### config.mk
export PLATFORM = sky130hd
export DESIGN_NAME = speriph_plug_arbiter_flat
export DESIGN_NICKNAME = d
export VERILOG_FILES = /design/src/rtl/speriph_arb_pkg.sv /design/src/rtl/speriph_plug_arbiter_if.sv /design/src/rtl/speriph_arb_resp_fifo.sv /design/src/rtl/speriph_plug_arbiter.sv /design/src/flat_wrapper.sv
export SDC_FILE = /design/constraint.sdc
export NUM_CORES = 1
export LEC_CHECK = 0
export ABC_AREA = 1
export CORE_AREA = 2 2 136 138
export CTS_CLUSTER_SIZE = 10
export DETAILED_ROUTE_END_ITERATION = 12
export DIE_AREA = 0 0 138 140
export SYNTH_ARGS = -nofsm -noshare
export SYNTH_HDL_FRONTEND = slang
export SYNTH_SLANG_ARGS = --single-unit
### constraint.sdc
create_clock -name clk_i -period 2.1 [get_ports clk_i]
set_input_delay 0.315 -clock clk_i [delete_from_list [all_inputs] [get_ports clk_i]]
set_output_delay 0.315 -clock clk_i [all_outputs]
set_load 0.01 [all_outputs]
### src/rtl/speriph_arb_pkg.sv
// speriph_arb_pkg: shared plug index type and cyclic round-robin winner search
package speriph_arb_pkg;
  localparam int MAX_PLUGS = 16;
  typedef logic [$clog2(MAX_PLUGS)-1:0] plug_idx_t;
  function automatic plug_idx_t rr_next(input plug_idx_t ptr, input logic [MAX_PLUGS-1:0] req, input int unsigned n);
    plug_idx_t w;
    logic f;
    int unsigned i;
    w = '0;
    f = 1'b0;
    for (int unsigned k = 0; k < MAX_PLUGS; k++) begin
      i = (32'(ptr) + k) % n;
      if (k < n && !f && req[plug_idx_t'(i)]) begin
        w = plug_idx_t'(i);
        f = 1'b1;
      end
    end
    return w;
  endfunction
endpackage

### src/rtl/speriph_plug_arbiter_if.sv
// speriph_plug_arbiter_if: N-lane peripheral request/response bundle with master/slave views
interface speriph_plug_arbiter_if #(
  parameter int N = 1,
  parameter int ID_WIDTH = 5,
  parameter int ADDR_WIDTH = 32,
  parameter int DATA_WIDTH = 32
);
  logic [N-1:0] req, wen, gnt, r_valid, r_opc;
  logic [N-1:0][ADDR_WIDTH-1:0] add;
  logic [N-1:0][DATA_WIDTH-1:0] wdata, r_rdata;
  logic [N-1:0][DATA_WIDTH/8-1:0] be;
  logic [N-1:0][ID_WIDTH-1:0] id, r_id;
  modport master (output req, add, wen, wdata, be, id, input gnt, r_valid, r_rdata, r_opc, r_id);
  modport slave (input req, add, wen, wdata, be, id, output gnt, r_valid, r_rdata, r_opc, r_id);
endinterface

### src/rtl/speriph_arb_resp_fifo.sv
// speriph_arb_resp_fifo: in-order tracking fifo with concurrent push/pop allowed when full
module speriph_arb_resp_fifo #(
  parameter int DEPTH = 2,
  parameter int WIDTH = 1
) (
  input  logic             clk,
  input  logic             rst,
  input  logic             push,
  input  logic             pop,
  input  logic [WIDTH-1:0] din,
  output logic [WIDTH-1:0] head,
  output logic             full,
  output logic             empty
);
  localparam int AW = DEPTH > 1 ? $clog2(DEPTH) : 1;
  localparam int CW = $clog2(DEPTH + 1);
  logic [WIDTH-1:0] mem [2**AW];
  logic [AW-1:0] wp, rp;
  logic [CW-1:0] cnt;
  assign full = cnt == CW'(DEPTH);
  assign empty = cnt == '0;
  assign head = mem[rp];
  always_ff @(posedge clk) begin
    if (rst) begin
      wp <= '0;
      rp <= '0;
      cnt <= '0;
    end else begin
      if (push) wp <= wp == AW'(DEPTH - 1) ? '0 : wp + 1'b1;
      if (pop) rp <= rp == AW'(DEPTH - 1) ? '0 : rp + 1'b1;
      cnt <= cnt + CW'(push) - CW'(pop);
    end
  end
  always_ff @(posedge clk) if (push) mem[wp] <= din;
endmodule

### src/rtl/speriph_plug_arbiter.sv
// speriph_plug_arbiter: round-robin merge of plugs onto one peripheral port; SPERIPH_ARB_STALL_CNT_EN adds stall_cnt_o
module speriph_plug_arbiter
  import speriph_arb_pkg::*;
#(
  parameter int NB_PLUGS = 2,
  parameter int ID_WIDTH = 5,
  parameter int ADDR_WIDTH = 32,
  parameter int DATA_WIDTH = 32,
  parameter int MAX_OUTSTANDING = 2
) (
  input logic clk_i,
  input logic rst_i,
  speriph_plug_arbiter_if.slave plug,
  speriph_plug_arbiter_if.master per
`ifdef SPERIPH_ARB_STALL_CNT_EN
  , output logic [31:0] stall_cnt_o
`endif
);
  localparam int IW = $clog2(NB_PLUGS);
  logic [IW-1:0] rr_ptr, win, head;
  logic full, empty, pop, fire, err;
  assign win = IW'(rr_next(plug_idx_t'(rr_ptr), MAX_PLUGS'(plug.req), NB_PLUGS));
  assign pop = per.r_valid[0] & ~empty;
  assign per.req[0] = |plug.req & (~full | pop);
  assign fire = per.req[0] & per.gnt[0];
  assign per.add[0] = plug.add[win];
  assign per.wen[0] = plug.wen[win];
  assign per.wdata[0] = plug.wdata[win];
  assign per.be[0] = plug.be[win];
  assign per.id[0] = plug.id[win];
  assign plug.gnt = fire ? NB_PLUGS'(1) << win : '0;
  assign plug.r_valid = pop ? NB_PLUGS'(1) << head : '0;
  assign plug.r_rdata = {NB_PLUGS{per.r_rdata[0]}};
  assign plug.r_opc = {NB_PLUGS{per.r_opc[0]}};
  assign plug.r_id = {NB_PLUGS{per.r_id[0]}};
  speriph_arb_resp_fifo #(.DEPTH(MAX_OUTSTANDING), .WIDTH(IW)) u_fifo (
    .clk(clk_i), .rst(rst_i), .push(fire), .pop(pop), .din(win), .head(head), .full(full), .empty(empty)
  );
  always_ff @(posedge clk_i) begin
    if (rst_i) rr_ptr <= '0;
    else if (fire) rr_ptr <= win == IW'(NB_PLUGS - 1) ? '0 : win + 1'b1;
  end
  always_ff @(posedge clk_i) begin
    if (rst_i) err <= 1'b0;
    else if (per.r_valid[0] & empty) err <= 1'b1;
  end
  assert property (@(posedge clk_i) disable iff (rst_i) err |=> err);
`ifdef SPERIPH_ARB_STALL_CNT_EN
  always_ff @(posedge clk_i) begin
    if (rst_i) stall_cnt_o <= '0;
    else if (|plug.req && !fire && stall_cnt_o != '1) stall_cnt_o <= stall_cnt_o + 1'b1;
  end
`endif
endmodule

### src/flat_wrapper.sv
// flat-port wrapper written by rule: the top's interface ports become plain ports
module speriph_plug_arbiter_flat import speriph_arb_pkg::*;
#(
  parameter int NB_PLUGS = 2,
  parameter int ID_WIDTH = 5,
  parameter int ADDR_WIDTH = 32,
  parameter int DATA_WIDTH = 32,
  parameter int MAX_OUTSTANDING = 2
)
  (clk_i, rst_i, plug_req, plug_add, plug_wen, plug_wdata, plug_be, plug_id, plug_gnt, plug_r_valid, plug_r_rdata, plug_r_opc, plug_r_id, per_req, per_add, per_wen, per_wdata, per_be, per_id, per_gnt, per_r_valid, per_r_rdata, per_r_opc, per_r_id);
  speriph_plug_arbiter_if #(.N(2), .ID_WIDTH(ID_WIDTH), .ADDR_WIDTH(ADDR_WIDTH), .DATA_WIDTH(DATA_WIDTH)) plug_i ();
  speriph_plug_arbiter_if #(.N(1), .ID_WIDTH(ID_WIDTH), .ADDR_WIDTH(ADDR_WIDTH), .DATA_WIDTH(DATA_WIDTH)) per_i ();
  input logic clk_i;
  input logic rst_i;
  input wire logic [$bits(plug_i.req)-1:0] plug_req;
  input wire logic [$bits(plug_i.add)-1:0] plug_add;
  input wire logic [$bits(plug_i.wen)-1:0] plug_wen;
  input wire logic [$bits(plug_i.wdata)-1:0] plug_wdata;
  input wire logic [$bits(plug_i.be)-1:0] plug_be;
  input wire logic [$bits(plug_i.id)-1:0] plug_id;
  output wire logic [$bits(plug_i.gnt)-1:0] plug_gnt;
  output wire logic [$bits(plug_i.r_valid)-1:0] plug_r_valid;
  output wire logic [$bits(plug_i.r_rdata)-1:0] plug_r_rdata;
  output wire logic [$bits(plug_i.r_opc)-1:0] plug_r_opc;
  output wire logic [$bits(plug_i.r_id)-1:0] plug_r_id;
  output wire logic [$bits(per_i.req)-1:0] per_req;
  output wire logic [$bits(per_i.add)-1:0] per_add;
  output wire logic [$bits(per_i.wen)-1:0] per_wen;
  output wire logic [$bits(per_i.wdata)-1:0] per_wdata;
  output wire logic [$bits(per_i.be)-1:0] per_be;
  output wire logic [$bits(per_i.id)-1:0] per_id;
  input wire logic [$bits(per_i.gnt)-1:0] per_gnt;
  input wire logic [$bits(per_i.r_valid)-1:0] per_r_valid;
  input wire logic [$bits(per_i.r_rdata)-1:0] per_r_rdata;
  input wire logic [$bits(per_i.r_opc)-1:0] per_r_opc;
  input wire logic [$bits(per_i.r_id)-1:0] per_r_id;
  assign plug_i.req = plug_req;
  assign plug_i.add = plug_add;
  assign plug_i.wen = plug_wen;
  assign plug_i.wdata = plug_wdata;
  assign plug_i.be = plug_be;
  assign plug_i.id = plug_id;
  assign plug_gnt = plug_i.gnt;
  assign plug_r_valid = plug_i.r_valid;
  assign plug_r_rdata = plug_i.r_rdata;
  assign plug_r_opc = plug_i.r_opc;
  assign plug_r_id = plug_i.r_id;
  assign per_req = per_i.req;
  assign per_add = per_i.add;
  assign per_wen = per_i.wen;
  assign per_wdata = per_i.wdata;
  assign per_be = per_i.be;
  assign per_id = per_i.id;
  assign per_i.gnt = per_gnt;
  assign per_i.r_valid = per_r_valid;
  assign per_i.r_rdata = per_r_rdata;
  assign per_i.r_opc = per_r_opc;
  assign per_i.r_id = per_r_id;
  speriph_plug_arbiter #(.NB_PLUGS(NB_PLUGS), .ID_WIDTH(ID_WIDTH), .ADDR_WIDTH(ADDR_WIDTH), .DATA_WIDTH(DATA_WIDTH), .MAX_OUTSTANDING(MAX_OUTSTANDING)) u_core (.clk_i(clk_i), .rst_i(rst_i), .plug(plug_i), .per(per_i));
endmodule
# Yosys cells after proc, flatten, opt, wreduce, memory -nomap -nowiden
# Memory sizes are Yosys's and may differ from the RTL's. A register that Yosys moved wholly into a read port is not among the register bits.
# Cells that the tools add are included.
word_totals:
  reg_bits: 5
  ramBits: 2
  in_bits: 192
  out_inout_bits: 155
  n_memories: 1
op_classes:
  addsub: 6
  order_cmp: 3
  n_eq_ne: 1
  n_shift: 2
  muxes: 26
  bitwise: 6
  reduce_logical: 4
memory_table:
  columns: ["name", "words", "word_bits", "read_ports", "rd_clocked_by_memory_dff", "wr", "line", "source"]
  rows:
  - ["u_core.u_fifo.mem", 2, 1, 1, 1, 1, "speriph_arb_resp_fifo.sv:17", "logic [WIDTH-1:0] mem [2**AW];"]
ops:
  columns: ["op", "n"]
  rows:
  - ["32-bit two-way mux", 4]
  - ["1-bit two-way mux", 16]
  - ["1-bit by 5-bit < comparator with 1-bit output, second input constant", 2]
  - ["5-bit two-way mux", 2]
  - ["4-bit two-way mux", 2]
  - ["1-bit adder, second input constant", 4]
  - ["2-bit two-way mux", 2]
  - ["1-bit by 1-bit << shifter with 2-bit output, first input constant", 2]
  - ["1-bit bitwise AND", 3]
  - ["2-bit by 1-bit adder with 2-bit output", 1]
  - ["2-bit == test, second input constant", 1]
  - ["2-bit zero test", 1]
  - ["1-bit by 2-bit < comparator with 1-bit output, second input constant", 1]
  - ["1-bit inverter", 2]
  - ["2-bit OR reduction", 1]
  - ["2-bit by 1-bit subtractor with 2-bit output", 1]
  - ["1-bit logical AND", 1]
  - ["1-bit zero test", 1]
  - ["1-bit bitwise OR", 1]

# Depth between registers and ports, before layout
# Gate-level depths: netlist of the first run.
depth:
  word_depth: 8
  mapped_depth: 10
  depth_no_buf: 10

# Modules after synthesis
# A second synthesis of the first run with hierarchy kept.
unflattened:
  hier_cells: 373
  hier_area_um2: 1935.6
by_module_without_submodules:
  columns: ["module", "instances", "cells_each", "area_each_um2", "seq_area_each_um2"]
  rows:
  - ["speriph_plug_arbiter", 1, 338, 1636.6, 20.0]
  - ["speriph_arb_resp_fifo", 1, 35, 299.0, 160.2]

# Worst setup path before layout of the first run
# OpenSTA, ideal clock, no wires.
synth_path:
  kind: "reg2reg"
  from: "register u_core.u_fifo.cnt[0]"
  to: "register u_core.u_fifo.cnt[1]"
  setup_ns: 0.113
  arrival_ns: 1.425
  required_ns: 1.987
  setup_slack_ns: 0.562
  stages_incl_launch_ff: 11
  path_buffers: 0
  path_cell_list: "dfxtp_1 inv_1 nand3_1 nand3_1 ha_1 inv_1 ha_1 xnor2_1 nand2_1 nand2_1 nor2_1"
synth_between:
  elab_chain_cells: 8
  word_cells_on_any_way: 10
  classes_between: "add/sub: 2; eq/ne: 1; bitwise: 6; reduce/logical: 1"
synth_lines:
  columns: ["element", "line", "source"]
  rows:
  - ["start: declaration", "speriph_arb_resp_fifo.sv:19", "logic [CW-1:0] cnt;"]
  - ["start signal: assignment", "speriph_arb_resp_fifo.sv:31", "cnt <= cnt + CW'(push) - CW'(pop);"]
  - ["2-bit zero test", "speriph_arb_resp_fifo.sv:21", "assign empty = cnt == '0;"]
  - ["1-bit inverter", "speriph_plug_arbiter.sv:23", "assign pop = per.r_valid[0] & ~empty;"]
  - ["1-bit bitwise AND", "speriph_plug_arbiter.sv:23", null]
  - ["1-bit bitwise OR", "speriph_plug_arbiter.sv:24", "assign per.req[0] = |plug.req & (~full | pop);"]
  - ["1-bit bitwise AND", "speriph_plug_arbiter.sv:24", null]
  - ["1-bit bitwise AND", "speriph_plug_arbiter.sv:25", "assign fire = per.req[0] & per.gnt[0];"]
  - ["2-bit by 1-bit adder with 2-bit output", "speriph_arb_resp_fifo.sv:31", null]
  - ["2-bit by 1-bit subtractor with 2-bit output (*)", "speriph_arb_resp_fifo.sv:31", null]
# Mark *: on every way between the ends. The rest lies on a longest branch, timed or not.
# A chain may end at the register's enable or synchronous reset.

# Worst setup path after layout of the first run
layout_path:
  from: "input port per_r_valid"
  to: "output port per_req"
layout_between:
  elab_chain_cells: 3
layout_lines:
  columns: ["element", "line", "source"]
  rows:
  - ["start: declaration", "flat_wrapper.sv:33", "input wire logic [$bits(per_i.r_valid)-1:0] per_r_valid;"]
  - ["1-bit bitwise AND", "speriph_plug_arbiter.sv:23", null]
  - ["1-bit bitwise OR", "speriph_plug_arbiter.sv:24", null]
  - ["1-bit bitwise AND", "speriph_plug_arbiter.sv:24", null]
  - ["end: declaration", "flat_wrapper.sv:26", "output wire logic [$bits(per_i.req)-1:0] per_req;"]
# No other way between the ends.

==> qor.yml, run 1 <==
cts_buffer_depth: 2
setup.worst_path.class: "primary input to output port"
synth.top_cell.area_share_pct: 45.1
finalSetupViolations: 0
syn_area_per_cell_sq_um: 5.20
clk_pin_slew_ns: 0.04
routedWlPerCell_um: 13.4
synth-seq-area-share_pct: 9.37
layout.cells.most_common: "nand2_1"
min_period_ns: 2.02
crit_chain: "clkdlybuf4s50_1, inv_1, nand3_1, buf_4, nand2_1, inv_1, clkdlybuf4s50_1"
area_delta_synth_final_pct: 129
overflow: 0
die_y_um: 140
cp_max_fo: 2
maxSlewHeadroom_pct: 70.4
yosys.area.top_type: "nand2_1"
gp_congestion: 0.713
cp-end-kind: "output port"
ant_nets: 0
maxCapViolCount: 0
synth_area_sq_um: 1920
yosysUniqueCellTypes: 18
hold_buffers: 0
layout_common_cells: "231 x nand2_1, 154 x clkdlybuf4s50_1, 41 x dlygate4sd2_1"
coreArea_sq_um: 17800
fin_tns_setup_ns: 0
path_buf_inv: 5
multiInputGateArea_sq_um: 1000
initial_core_util_pct: 10.8
status: "finished, final reports clean"
first_iter_violations: 69
layout.nets: 736
grt_first_pass_wirelength_um: 15700
ys_ff_latch: 8
dr.pass1.iters: 4
rrSetupSlack_ns: 0.35
clock-root-buffer: "clkbuf_16"
fillers: 2019
crit_required_ns: 1.78
slew_violations: 0
hold_violations: 0
synthesis.nets: 564
powerDensity_nw_per_um2: 392
p_leak_nw: 2.23
worst_skew_pair.late_latency_ns: 0.24
cts_num_sinks: 8
critPathArrivalTime_ns: 1.71
path_delay_family: "buffers and inverters"
power_w: 0.00172
drive_gt1_share_pct: 8.69
synthTopCellsByArea: "nand2_1 45%, buf_4 32%, dfxtp_1 6.2%"
die_w_um: 138
yosysWarningCount: 0
ios: 347
cp-start-kind: "primary input"
antenna_cells: 0
finalCritPeriodShare_pct: 96.2
min_path_type: "register to register"
die_area_sq_um: 19300
grt_antenna_before_repair: 1
grt_max_degree: 21
wl_um: 10300
route.detailed.drc: 0
rows: 49
cts_tree: "done"
numPortBuffers: 232
htree_levels: 1
vias_per_cell: 3.56
vias: 2739
grt_pass1_vias: 2912
ff_latch_area_sq_um: 180
dp_hpwl_um: 7530
numCtsBuffers: 3
crit_slowest_cell: "clkdlybuf4s50_1"
slowest_delay_ns: 0.52
skew_ns: 0.00242
fmax_mhz: 495
tightest_slew_ns: 0.442
peakVddDrop_mv: 0.244
grt_usage_pct: 10.4
syn_inst: 370
worst register-to-register path: stages, from the launching register on:
cell     delay [ns]
dfxtp_1        0.32
o21ai_1        0.38
inv_1          0.09
ha_1           0.29
inv_1          0.04
ha_1           0.18
xnor2_1        0.19
nand2_1        0.08
nand2_1        0.06
nor2_1         0.03
worst paths after layout:
| path | from | endpoint | depth (start not counted) |
|---|---|---|---|
| max | per_r_valid | per_req | 7 |
| min reg2reg | u_core.u_fifo.rp | u_core.u_fifo.rp | 2 |
| min | u_core.u_fifo.rp | u_core.u_fifo.rp | 2 |
| max reg2reg | u_core.u_fifo.cnt[1] | u_core.u_fifo.cnt[1] | 9 |
cell type report:
cell class	count	area share (%)
Timing Repair Buffer	259	63.3
Clock buffer	4	1.79
Multi-Input combinational cell	253	22.8
Tap cell	229	6.52
Sequential cell	8	4.10
Inverter	17	1.57
timing repair:
action / in CTS / in global routing
resized for setup: 122 / 18
gates cloned: 8 / 0
setup buffers: 9 / 1
endpoints found under the setup margin: 76 / 18
pin swaps: 1 / 0
synth_stat cells (all sizes together):
cell and number:
nand3 2, dfxtp 6, nand4 1, ha 2, nand2 231, a21oi 2
clkbuf 2, nor2 10, buf 90, xnor2 1, edfxtp 2, o21ai 4
inv 17
layer usage:
metal	vias to the layer above	wire, um	GRT usage [%]
met5	-	13	0
li1	1363	-	-
met1	1122	3370	9.60
met4	2	471	4.83
met2	195	5280	20.0
met3	57	1170	4.00
cell families after synthesis:
logic type | after synthesis | synth area share [%]
adder cells (fa/ha/maj) | 2 | 1.30
XOR/XNOR | 1 | 0.456
AND/OR/NAND/NOR | 244 | 47.9
AO/OA/AOI/OAI | 6 | 1.76
flip-flops | 8 | 9.37
buffers and inverters | 109 | 39.2
per-stage QoR:
stage	util (%)	setup slack [ns]	instances	hold slack, ns	area, sq um
final	24.7	0.0800	770	0.470	4400
after global routing	24.7	-0.00114	770	0.505	4400
after global placement	22.4	-0.286	748	0.460	3980
after floorplan	-	0.562	370	0.386	1920
after CTS	24.5	0.00307	769	0.470	4360
after detailed placement	22.4	-0.277	748	0.462	3980
report_power, final:
part,internal [W],switching [W],total [W]
clock network,0.000254,0.0000846,0.000338
registers,0.000199,0.0000224,0.000221
logic,0.000686,0.000479,0.00116
total,0.00114,0.000586,0.00172
No activity file was read; power rests on OpenSTA's default activity.
==> run 2, diff against run 1 <==
--- a/config.mk
+++ b/config.mk
@@ -6,10 +6,10 @@
 export NUM_CORES = 1
 export LEC_CHECK = 0
 export ABC_AREA = 1
-export CORE_AREA = 2 2 136 138
+export CORE_AREA = 2 2 134 136
 export CTS_CLUSTER_SIZE = 10
 export DETAILED_ROUTE_END_ITERATION = 12
-export DIE_AREA = 0 0 138 140
+export DIE_AREA = 0 0 136 138
 export SYNTH_ARGS = -nofsm -noshare
 export SYNTH_HDL_FRONTEND = slang
 export SYNTH_SLANG_ARGS = --single-unit
==> constraint.sdc (replaced) <==
create_clock -name clk_i -period 2.5 [get_ports clk_i]
set_input_delay 0.375 -clock clk_i [delete_from_list [all_inputs] [get_ports clk_i]]
set_output_delay 0.375 -clock clk_i [all_outputs]
set_load 0.01 [all_outputs]
==> run 2 against run 1 <==
Die area decreased by 2.9%. Register-to-register slack better by 0.44 ns. Critical path type unchanged. Count of clock-buffer cells in the layout stayed put. Largest power group unchanged. First-iteration DRC count is 5.8% higher. Sequential share of layout area grew 0.27 points. Routed wire length is 17% lower. Clock power is 17% lower.
==> qor.yml, run 2 (synthesized netlist as in run 1, its figures left out) <==
status: "finished, final reports clean"
vias_per_cell: 3.42  # -3.8%
cp-end-kind: "output port"
crit_required_ns: 2.12  # +0.34 ns
cp-start-kind: "primary input"
p_leak_nw: 2.24  # +0.37%
placed_cells: 745  # -0.40%
setup.worst_path.class: "primary input to output port"
fmax_mhz: 407
path_buf_inv: 4  # -1
antenna_cells: 0  # unchanged
instances_no_fill: 749  # -2.7%
coreArea_sq_um: 17500  # -1.4%
maxCapViolCount: 0  # unchanged
first_iter_violations: 73  # +5.8%
dr.pass1.iters: 4  # unchanged
gp_congestion: 0.707  # -0.81%
rsz0062_at_grt: "true"
layout.nets: 715  # -2.9%
cts_tree: "done"
crit_slowest_cell: "clkdlybuf4s50_1"
slew_violations: 0  # unchanged
area_delta_synth_final_pct: 114
finalCritPeriodShare_pct: 98.2
swShare_pct: 33.1  # -0.87 points
clock-root-buffer: "clkbuf_16"
grt_antenna_before_repair: 0  # -1
critPathArrivalTime_ns: 2.08  # +0.37 ns
drive_gt1_share_pct: 2.12  # -6.6 points
die_w_um: 136  # -1.4%
power.share.clock_pct: 20.6  # +1.0 points
powerDensity_nw_per_um2: 329  # -16%
cp_max_fo: 32  # +30
cts_buffer_depth: 2  # unchanged
path_delay_family: "buffers and inverters"
ant_nets: 0  # unchanged
grt_max_degree: 44  # +110%
peakVddDrop_mv: 0.188  # -23%
power_w: 0.00135  # -21%
min_period_ns: 2.45
layout.cells.most_common: "nand2_1"
vias: 2564  # -6.4%
crit_chain: "clkdlybuf4s50_1, inv_1, o21ai_4, buf_12, nand2_1, nand2_1, clkdlybuf4s50_1"
fin_tns_setup_ns: 0  # unchanged
overflow: 0  # unchanged
clk_pin_slew_ns: 0.04  # about the same
htree_levels: 1  # unchanged
rows: 49  # unchanged
numPortBuffers: 232  # unchanged
maxSlewHeadroom_pct: 73.9  # +3.5 points
holdWs_ns: 0.482  # +0.0118 ns
skew_ns: 0.00441  # +0.00199 ns
worst_skew_pair.late_latency_ns: 0.23  # about the same
p_seq_share_pct: 13.8  # +1.0 points
comb_power_share_pct: 65.6  # -1.9 points
finalInstanceArea_sq_um: 4120  # -6.2%
hold_buffers: 0  # unchanged
route.detailed.drc: 0  # unchanged
die_area_sq_um: 18800  # -2.9%
tightest_slew_ns: 0.389  # -0.0524 ns
grt_first_pass_wirelength_um: 12900  # -18%
dpl_cell_area_sq_um: 3960  # -0.57%
numCtsBuffers: 3  # unchanged
grt_pass1_vias: 2607  # -10%
internal_power_w: 0.000906  # -20%
layout_common_cells: "231 x nand2_1, 195 x clkdlybuf4s50_1, 36 x dlymetal6s2s_1"
switchingPower_w: 0.000449  # -23%
finalSetupViolations: 0  # unchanged
ios: 347  # unchanged
slowest_delay_ns: 0.56  # +0.04 ns
dp_hpwl_um: 7270  # -3.4%
min_path_type: "register to register"
die_y_um: 138  # -1.4%
initial_core_util_pct: 11.0  # +0.15 points
postCtsSetupBuffers: 0  # -9
cts_num_sinks: 8  # unchanged
hold_violations: 0  # unchanged
cts_resized: 1  # -99%
grt_usage_pct: 8.63  # -1.7 points
routedWlPerCell_um: 11.5  # -14%
wl_um: 8580  # -17%
run 2: through the flow:
stage / utilization, % / setup slack (ns)
3_5_place_dp: 22.6 / -0.00152
2_1_floorplan: - / 0.912
3_3_place_gp: 22.6 / -0.00660
6_report: 23.5 / 0.0460
4_1_cts: 23.0 / 0.00689
5_1_grt: 23.5 / -0.0283
run 2: per-layer routing:
metal	global-route usage, %	wire, um
met4	4.17	348
met1	9.07	3210
met3	2.46	903
met2	15.6	4120
met5	0	0
run 2: cell type report:
type,instances,area [sq um]
inverter,17,63.8
sequential,8,180
tap,229,287
multi-input combinational,253,996
timing repair buffer,238,2520
fill,1990,13400
clock buffer,4,78.8
run 2: worst paths after layout:
check / startpoint / endpoint / slack (ns) / depth (start not counted)
setup / recovery: plug_req[0] / per_add[17] / 0.05 / 7
hold / removal: u_core.u_fifo.rp / u_core.u_fifo.rp / 0.48 / 2
setup reg to reg: u_core.u_fifo.cnt[0] / u_core.u_fifo.cnt[1] / 0.79 / 11
hold reg to reg: u_core.u_fifo.rp / u_core.u_fifo.rp / 0.48 / 2
run 2: worst min-delay path, delay by kind of cell (launching register included):
kind	cells	cell delay, ns
buffers and inverters	1	0.08
DFF	1	0.29
AOI/OAI and AO/OA	1	0.06
run 2: power by group through the flow:
stage | registers [W] | logic (W) | clock network, W
after floorplan | 0.000183 | 0.000475 | 0
after global placement | 0.000188 | 0.000913 | 0
after detailed placement | 0.000188 | 0.000916 | 0
after CTS | 0.000187 | 0.000920 | 0.000283
after global routing | 0.000191 | 0.000981 | 0.000290
final | 0.000187 | 0.000888 | 0.000279
==> run 3, diff against run 2 <==
--- a/config.mk
+++ b/config.mk
@@ -5,11 +5,11 @@
 export SDC_FILE = /design/constraint.sdc
 export NUM_CORES = 1
 export LEC_CHECK = 0
-export ABC_AREA = 1
 export CORE_AREA = 2 2 134 136
 export CTS_CLUSTER_SIZE = 10
 export DETAILED_ROUTE_END_ITERATION = 12
 export DIE_AREA = 0 0 136 138
+export SETUP_SLACK_MARGIN = 0.2
 export SYNTH_ARGS = -nofsm -noshare
 export SYNTH_HDL_FRONTEND = slang
 export SYNTH_SLANG_ARGS = --single-unit
==> run 3 against run 2 <==
Cell count down 21%. Fmax grew 10%. Critical endpoint is now per_add[12]. Clock skew increased by 0.00098 ns.
==> qor.yml, run 3 <==
status: "finished, final reports clean"
crit_slowest_cell: "mux2_4"
synth_area_sq_um: 2120  # +10%
ys_dominant_reg_cell: "dfxtp_1"
fillers: 1873  # -5.9%
syn_area_per_cell_sq_um: 10.5  # +100%
power.share.clock_pct: 19.5  # -1.1 points
drive_gt1_share_pct: 25.1  # +23 points
yosys.area.top_type: "mux2_4"
rr_startpoint: "u_core.u_fifo.cnt[0]"
die_area_sq_um: 18800  # unchanged
finalCritPeriodShare_pct: 89.2  # -9.0 points
yosysUniqueCellTypes: 26  # +8
cp-start-kind: "primary input"
synthTopCellsByCount: "78 x buf_4, 49 x mux2_4, 25 x mux2_2"
first_iter_violations: 30  # -59%
worst_skew_pair.late_latency_ns: 0.23  # about the same
clk_pin_slew_ns: 0.04  # about the same
cts_tree: "done"
ys_ff_latch: 8  # unchanged
synth_top_family_by_area: "multiplexers"
route.detailed.drc: 0  # unchanged
switchingPower_w: 0.000404  # -10%
crit_chain: "clkdlybuf4s15_1, nand2b_4, nand2_8, buf_6, bufbuf_16, mux2_4, dlygate4sd2_1"
syn_inst: 202  # -45%
rows: 49  # unchanged
gp_congestion: 0.849  # +20%
vias: 2108  # -18%
setup.worst_path.class: "primary input to output port"
cts_buffer_depth: 2  # unchanged
clock-root-buffer: "clkbuf_16"
synth.top_cell.area_share_pct: 34.6  # -10 points
reg2regPathDepth: 8  # -3
hold_path_depth: 2  # unchanged
synth_mux_area_share_pct: 48.4  # +48 points
finalInstanceArea_sq_um: 4240  # +2.9%
cp_max_fo: 7  # -78%
grt_pass1_vias: 2290  # -12%
crit_required_ns: 2.12  # about the same
layout.nets: 558  # -22%
synth-async-reset-ratio_pct: 0  # unchanged
yosysMostFrequentCell: "buf_4"
dpl_cell_area_sq_um: 4090  # +3.3%
die_w_um: 136  # unchanged
overflow: 0  # unchanged
yosys.area_share.xor_xnor_pct: 0.824  # +0.37 points
numCtsBuffers: 3  # unchanged
setup_slack_ns: 0.270  # +0.224 ns
htree_levels: 1  # unchanged
synth-seq-area-share_pct: 8.48  # -0.89 points
internal_power_w: 0.000977  # +7.8%
antenna_cells: 0  # unchanged
synthSimpleGateAreaFrac_pct: 5.83  # -42 points
dr.pass1.iters: 4  # unchanged
maxSlewHeadroom_pct: 62.8  # -11 points
comb_power_share_pct: 66.2  # +0.6 points
vias_per_cell: 3.56  # +4.0%
grt_usage_pct: 9.78  # +1.2 points
dp_hpwl_um: 8820  # +21%
finalSetupViolations: 0  # unchanged
synth_compound_area_share_pct: 1.41  # -0.34 points
grt_first_pass_wirelength_um: 13600  # +5.6%
min_path_type: "register to register"
yosysWarningCount: 0  # unchanged
ff_latch_area_sq_um: 180  # unchanged
grt_max_degree: 16  # -64%
fmax_mhz: 449  # +10%
skew_ns: 0.00539  # +0.000982 ns
p_seq_share_pct: 14.3  # +0.5 points
tightest_slew_ns: 0.553  # +0.163 ns
cts_num_sinks: 8  # unchanged
synthAdderAreaFrac_pct: 1.18  # -0.12 points
swShare_pct: 29.2  # -3.9 points
synthTopCellsByArea: "mux2_4 35%, buf_4 28%, mux2_2 13%"
ios: 347  # unchanged
critPathArrivalTime_ns: 1.85  # -0.23 ns
r2r_end: "u_core.u_fifo.cnt[1]"
grt_antenna_before_repair: 0  # unchanged
layout_common_cells: "170 x clkdlybuf4s50_1, 60 x dlygate4sd2_1, 49 x mux2_4"
holdPathEnd: "u_core.rr_ptr"
p_leak_nw: 1.86  # -17%
cp-end-kind: "output port"
ant_nets: 0  # unchanged
rrSetupSlack_ns: 0.61  # -0.18 ns
numPortBuffers: 232  # unchanged
area_delta_synth_final_pct: 99.7
hold_violations: 0  # unchanged
die_y_um: 138  # unchanged
maxCapViolCount: 0  # unchanged
slowest_delay_ns: 0.29  # -0.27 ns
synth_edf_count: 2  # unchanged
multiInputGateArea_sq_um: 1240  # +25%
min_period_ns: 2.23  # -0.224 ns
powerDensity_nw_per_um2: 325  # -0.93%
worstHoldStart: "u_core.rr_ptr"
slew_violations: 0  # unchanged
peakVddDrop_mv: 0.259  # +38%
coreArea_sq_um: 17500  # unchanged
initial_core_util_pct: 12.1  # +1.1 points
wl_um: 10200  # +19%
routedWlPerCell_um: 17.2  # +50%
synthesis.nets: 396  # -30%
power_w: 0.00138  # +1.9%
rsz0062_at_grt: "false"
preCtsSetupSlack_ns: -0.145  # -0.143 ns
layout.cells.most_common: "clkdlybuf4s50_1"
[run 3: through the flow]
stage	TNS, ns	instances	utilization [%]	hold slack (ns)
2_1_floorplan	0	202	-	0.438
3_3_place_gp	-3.97	583	23.3	0.460
3_5_place_dp	-5.76	583	23.3	0.460
4_1_cts	0	592	24.2	0.491
5_1_grt	0	592	24.2	0.513
6_report	0	592	24.2	0.496
[run 3: timing repair]
action | CTS | global route
setup endpoints to repair | 76 | 13
resized for setup | 70 | 3
buffers inserted | 2 | 0
gates cloned | 3 | 0
hold buffers | 0 | 0
[run 3: final cells by class]
| type | count | area share (%) |
|---|---|---|
| Clock buffer | 4 | 1.86 |
| Inverter | 4 | 0.354 |
| Multi-Input combinational cell | 106 | 29.3 |
| Sequential cell | 8 | 4.25 |
| Tap cell | 229 | 6.75 |
| Timing Repair Buffer | 241 | 57.5 |
[run 3: routing by layer]
| layer | GRT usage, % | wire, um | vias to the layer above |
|---|---|---|---|
| met1 | 9.23 | 3390 | 935 |
| met4 | 1.54 | 118 | 2 |
| met2 | 18.6 | 5140 | 225 |
| met3 | 5.10 | 1500 | 8 |
| li1 | - | - | 938 |
| met5 | 2.12 | 52 | - |
[run 3: worst max path at each step]
| stage | from | end | slack, ns | depth (start not counted) |
|---|---|---|---|---|
| 2_1_floorplan | per_r_valid | u_core.u_fifo.cnt[1] | 0.74 | 8 |
| 3_3_place_gp | plug_req[0] | per_wdata[14] | -0.12 | 6 |
| 3_5_place_dp | plug_req[0] | per_wdata[20] | -0.14 | 6 |
| 4_1_cts | plug_req[0] | per_add[12] | 0.23 | 7 |
| 5_1_grt | plug_req[0] | per_add[0] | 0.21 | 7 |
| 6_report | plug_req[0] | per_add[12] | 0.27 | 7 |
[run 3: logic make-up after synthesis]
group / count (synthesis)
flip-flops: 8
multiplexers: 75
adder cells (fa/ha/maj): 2
AND/OR/NAND/NOR: 21
XOR/XNOR: 2
buffers and inverters: 88
AO/OA/AOI/OAI: 6
[run 3: worst max-delay path, delay by kind of cell]
family	cells	cell delay, ns
buf+inv	4	0.96
mux	1	0.29
simple gates	2	0.23
[run 3: power groups by stage]
stage / combinational [W] / sequential (W) / clock (W)
finish: 0.000914 / 0.000197 / 0.000270
global route: 0.000983 / 0.000202 / 0.000286
CTS: 0.000929 / 0.000197 / 0.000276
detailed placement: 0.000941 / 0.000198 / 0
global placement: 0.000927 / 0.000195 / 0
floorplan: 0.000547 / 0.000191 / 0
